$ cat config.mk
export PLATFORM = sky130hd
export DESIGN_NAME = cache_axi_read_arbiter
export DESIGN_NICKNAME = d
export VERILOG_FILES = /design/src/rtl/cache_axi_read_arbiter.sv
export SDC_FILE = /design/constraint.sdc
export NUM_CORES = 1
export LEC_CHECK = 0
export BUFFER_PORTS_ARGS = -buffer_cell sky130_fd_sc_hd__buf_2
export CAP_MARGIN = 20
export CORE_ASPECT_RATIO = 1.4
export CORE_MARGIN = 2
export CORE_UTILIZATION = 41
export DETAILED_ROUTE_END_ITERATION = 12
export GPL_TIMING_DRIVEN = 1
export PLACE_DENSITY = 0.92
export SYNTH_ARGS = -nofsm -noshare
export SYNTH_HDL_FRONTEND = slang
export SYNTH_SLANG_ARGS = --single-unit
$ cat constraint.sdc
create_clock -name clk -period 4 [get_ports clk]
set_input_delay 0.2 -clock clk [delete_from_list [all_inputs] [get_ports clk]]
set_output_delay 0.2 -clock clk [all_outputs]
set_load 0.01 [all_outputs]
$ cat src/rtl/cache_axi_read_arbiter.sv
// Two-requester AXI read-channel arbiter (icache = s0, dcache = s1) feeding one bus master port.
// One burst is outstanding at a time; the address is latched on grant and the read data is steered to the winner.
module cache_axi_read_arbiter #(
    parameter bit FIXED_PRIO = 1'b1
) (
    input  logic        clk,
    input  logic        rst,
    input  logic [31:0] s0_araddr,
    input  logic        s0_arvalid,
    output logic        s0_arready,
    output logic        s0_rvalid,
    input  logic        s0_rready,
    input  logic [31:0] s1_araddr,
    input  logic        s1_arvalid,
    output logic        s1_arready,
    output logic        s1_rvalid,
    input  logic        s1_rready,
    output logic [31:0] s_rdata,
    output logic        s_rlast,
    output logic [31:0] m_araddr,
    output logic        m_arvalid,
    input  logic        m_arready,
    input  logic [31:0] m_rdata,
    input  logic        m_rlast,
    input  logic        m_rvalid,
    output logic        m_rready
);

    typedef enum logic [1:0] {
        ST_IDLE = 2'd0,
        ST_ADDR = 2'd1,
        ST_DATA = 2'd2
    } state_t;

    state_t      state_r;
    state_t      state_s;
    logic        grant_r;
    logic        grant_s;
    logic        last_grant_r;
    logic        last_grant_s;
    logic [31:0] araddr_r;
    logic [31:0] araddr_s;
    logic        pick_s;
    logic        sel_rready_s;
    logic        in_addr_s;
    logic        in_data_s;

    assign in_addr_s    = (state_r == ST_ADDR);
    assign in_data_s    = (state_r == ST_DATA);
    assign sel_rready_s = grant_r ? s1_rready : s0_rready;

    // Requester selection for a new burst; ties go to dcache or alternate away from the last winner
    always_comb begin
        pick_s = 1'b0;
        if (s0_arvalid && s1_arvalid) begin
            if (FIXED_PRIO) begin
                pick_s = 1'b1;
            end else begin
                pick_s = ~last_grant_r;
            end
        end else if (s1_arvalid) begin
            pick_s = 1'b1;
        end else begin
            pick_s = 1'b0;
        end
    end

    // Next-state, grant latch and burst-completion bookkeeping
    always_comb begin
        state_s      = state_r;
        grant_s      = grant_r;
        last_grant_s = last_grant_r;
        araddr_s     = araddr_r;
        case (state_r)
            ST_IDLE: begin
                if (s0_arvalid || s1_arvalid) begin
                    state_s  = ST_ADDR;
                    grant_s  = pick_s;
                    araddr_s = pick_s ? s1_araddr : s0_araddr;
                end else begin
                    state_s = ST_IDLE;
                end
            end
            ST_ADDR: begin
                // the burst is committed once granted, so requester arvalid is not consulted here
                if (m_arready) begin
                    state_s = ST_DATA;
                end else begin
                    state_s = ST_ADDR;
                end
            end
            ST_DATA: begin
                if (m_rvalid && sel_rready_s && m_rlast) begin
                    state_s      = ST_IDLE;
                    last_grant_s = grant_r;
                end else begin
                    state_s = ST_DATA;
                end
            end
            default: begin
                state_s = ST_IDLE;
            end
        endcase
    end

    // State and latched grant/address registers
    always_ff @(posedge clk) begin
        if (rst == 1'b1) begin
            state_r      <= ST_IDLE;
            grant_r      <= 1'b0;
            last_grant_r <= 1'b1;
            araddr_r     <= 32'd0;
        end else begin
            state_r      <= state_s;
            grant_r      <= grant_s;
            last_grant_r <= last_grant_s;
            araddr_r     <= araddr_s;
        end
    end

    assign m_araddr   = araddr_r;
    assign m_arvalid  = in_addr_s;
    assign s0_arready = in_addr_s & ~grant_r & m_arready;
    assign s1_arready = in_addr_s &  grant_r & m_arready;
    assign m_rready   = in_data_s & sel_rready_s;
    assign s0_rvalid  = in_data_s & ~grant_r & m_rvalid;
    assign s1_rvalid  = in_data_s &  grant_r & m_rvalid;
    assign s_rdata    = m_rdata;
    assign s_rlast    = m_rlast;

endmodule
# Word level (Yosys, flattened, before mapping)
# Cells that the tools add are included.
# Widths: inputs -> output; s select.
# word_totals
reg_bits	35
wordCells	29
input_bits	105
# op_classes
n_bitwise	10
mux	8
n_eq_ne	2
n_reduce_logical	6
# op_table
cell	count
$mux 32	1
$and 1x1->1	9
$pmux 2 s3	1
$mux 1	4
$mux 2	2
$logic_and 1x1->1	3
$eq 2x1->1 const B	1
$eq 2x2->1 const B	1
$logic_not 2->1	1
$reduce_and 2->1	1
$logic_or 1x1->1	1
$not 1->1	1

# Depth between registers and ports, before layout
# depth
word_depth	5
mapped_depth	7
mapped_depth_nobuf	3

# Worst setup path after synthesis
# No wires, ideal clock.
# synth_path
path_type	input to register
start	in s1_arvalid
end	reg araddr_r[0] (netlist: m_araddr[0])
arrival_time_ns	1.219
cell_stages	7
required_ns	3.919
path_slack_ns	2.699
setup_ns	0.081
path_cell_list	buf_6 -> or2_1 -> buf_2 -> and2_4 -> buf_6 -> buf_6 -> a211oi_2
# synth_between
elab_chain_cells	3
# synth_rtl
item	line_no	text
start: declaration	14	input logic s1_arvalid,
$mux 1 or $logic_and 1x1->1 (tied branches)	61, 55	
$mux 1	55	if (s0_arvalid && s1_arvalid) begin
$mux 32	79	araddr_s = pick_s ? s1_araddr : s0_araddr;
end signal: assignment	117	araddr_r <= araddr_s;
end: declaration	41	logic [31:0] araddr_r;
# Several ways; a longest one is shown, not always the timed one.
# A chain may end at the register's enable or synchronous reset.

# Worst setup path in the final report
# layout_path
start	reg state_r[0]
end	out s1_arready
# layout_between
elab_chain_cells	3
# layout_rtl
item	line_no	text
start: declaration	35	state_t state_r;
start signal: assignment	114	state_r <= state_s;
$eq 2x1->1	48	assign in_addr_s = (state_r == ST_ADDR);
$and 1x1->1 (2 in series)	124	assign s1_arready = in_addr_s & grant_r & m_arready;
end: declaration	15	output logic s1_arready,
# No other way between the ends.

==> out/qor.yml <==
drt:
  drt_wl_total_um: 5550
  wire_per_inst_um: 16.4
  drt.antenna.violating_nets: 0
  vias: 1749
  drcViolationCount: 0
  via_per_inst: 5.17
  drtIter0Drc: 50
  dr.pass1.iters: 4
clocking:
  post_cts_buffers: 0
  clock-sinks: 35
  htreeDepth: 2
  cts_tree: "built"
  insertion_delay_ps: 280
  cts_resized: 0
  clock_path_buffers: 2
  cts-buffers-inserted: 5
  ctsHoldBuffers: 0
  path_clk_slew_ps: 60
  cts-root-buf: "clkbuf_8"
worst_hold_path:
  hold_class: "in2reg"
  holdCritStartpoint: "m_arready"
  hold_end: "state_r[1]"
  whs_path_depth: 3
cells_and_area:
  fin_nets: 379
  fillers: 466
  multiInputGateArea_um2: 996
  register_area_um2: 701
  n_antenna_cell: 0
  drive_gt1_share_pct: 56.2
  area.growth.synth_to_final_pct: 18.9
  stdcell_area_um2: 2440
worst_setup_path:
  r2r_start: "state_r[1]"
  crit_path_end_kind: "output pin"
  rrSetupSlack_ps: 2740
  arrival_ps: 1200
  reg2reg_to: "m_araddr[15]"
  cp.required_ps: 3800
  crit_fanout: 4
  worstRegToRegCells: 4
  crit_type: "reg2out"
  cp-start-kind: "register"
run:
  drv_cap: 0
pwr:
  p_leak_uw: 0.00119
  vdd_ir_drop_max_v: 0.000158
  cellPowerDensity_nw_per_um2: 388
  power.total_uw: 947
sta:
  relSlewSlack_pct: 36.0
  setup_ws_ps: 2600
  final.setup.tns_ps: 0
  finalHoldViolCount: 0
  final-setup-viol-count: 0
  fmax_mhz: 712
  rsz0062_at_grt: "no"
  clock_skew_ps: 6.42
  fin_crit_ps: 1400
  worst_slew_pin_slew_ps: 959
  min_period_over_period_pct: 35.1
  slew_viol_final: 0
logic_synthesis:
  synth.cell_area_um2: 2050
  synth_edf_count: 0
  syn_avg_cell_area_um2: 10.0
  netlist_top_cells_area: "dfxtp_1 34%, a211oi_2 18%, mux2i_1 16%"
  syn-num-nets: 310
  synth-main-ff-cell: "dfxtp_1"
  yosysSeqAreaShare_pct: 34.1
  ys_async_sr_fraction_pct: 0
  yosysWarnings: 0
  yosys_register_bits: 35
  synth_area_leader_cell: "dfxtp_1"
  synth_cells: 205
  yosys.area.top_type_share_pct: 34.1
  yosysUniqueCellTypes: 18
die:
  chipWidth_um: 63.8
  die_area_um2: 5600
  initial_utilization_pct: 42.4
  core-area_um2: 4840
  io_pins: 176
  dieHeight_um: 87.8
  placementRows: 30
placement:
  place.gp.congestion: 0.646
  dp_slack_ps: 2500
  hpwl_um: 4220
  post_dp_cell_area_um2: 2350
  portBuffers: 111
global_routing:
  grt_pass1_wl_um: 8370
  antenna_found_initial: 0
  grt_usage_pct: 19.5
  grt_remaining_overflow: 0
  grt_pass1_vias: 1666
  grt_max_degree: 36
status:
  status: "complete, no violations"
[critical path, stage by stage, from the launching register on]
cell     delay (ps)
dfxtp_1         360
nor2b_1         240
and3_1          190
buf_2           130
[layer usage]
metal	vias to the layer above	GRT usage [%]	share of wire (%)
li1	839	-	-
met1	798	17.8	33
met2	100	35.6	50
met5	-	0	0
met3	12	11.2	15
met4	0	6.92	2.0
[cell usage in the layout (no fill, tap or decap), drive strengths merged]
cell    instances
a211oi         32
a21bo           1
a21oi          35
and2            1
and3            2
buf           114
clkbuf          6
clkinv          1
dfxtp          35
mux2i          33
nand2           5
nand2b          1
nor2            3
nor2b           3
o21ai           1
or2             1
[layout make-up]
| type | instances | share of cell area [%] |
|---|---|---|
| tap | 64 | 3.28 |
| multi-input combinational | 118 | 40.8 |
| timing repair buffer | 114 | 23.7 |
| clock inverter | 1 | 0.205 |
| sequential | 35 | 28.7 |
| clock buffer | 6 | 3.38 |
[sequential cells by signal, summed over array words and instances, names as in the netlist]
register	count
m_araddr	32
state_r	2
grant_r	1
[cells by family (layout without fill, tap and decap cells)]
kind of cell / count (synthesis) / after routing / synth area share (%)
buffers and inverters: 52 / 121 / 17.5
DFF: 35 / 35 / 34.1
and+or+nand+nor: 16 / 16 / 4.02
AOI/OAI and AO/OA: 69 / 69 / 28.3
muxes: 33 / 33 / 16.1
[how the worst max path moves through the flow]
| stage | startpoint | end | slack [ps] | cells past startpoint |
|---|---|---|---|---|
| finish | state_r[0] | s1_arready | 2600 | 3 |
| global route | state_r[0] | s0_arready | 2470 | 4 |
| CTS | state_r[0] | s1_arready | 2580 | 3 |
| detailed placement | s1_arvalid | m_araddr[17] | 2500 | 4 |
| global placement | s1_arvalid | m_araddr[31] | 2540 | 4 |
| floorplan | s1_arvalid | m_araddr[0] | 2700 | 7 |
[power by group]
group | leakage, uW | internal (uW) | switching, uW
clock network | 0.0000470 | 135 | 119
registers | 0.000291 | 392 | 23.3
logic | 0.000852 | 125 | 153
[cell usage after synthesis, types with 2 or more instances]
cell type / instances
a21oi_1: 35
mux2i_1: 33
nor2_1: 3
a211oi_1: 2
buf_4: 33
buf_2: 3
dfxtp_1: 35
and3_1: 2
nand2_1: 5
nor2b_1: 3
clkbuf_1: 11
buf_6: 5
a211oi_2: 30
[stage by stage]
stage	cells	hold WS [ps]	utilization, %
floorplan	205	360	-
CTS	338	195	50.4
global placement	331	400	48.6
finish	338	207	50.4
detailed placement	331	400	48.6
global route	338	211	50.4
(Power assumes the default switching activity.)
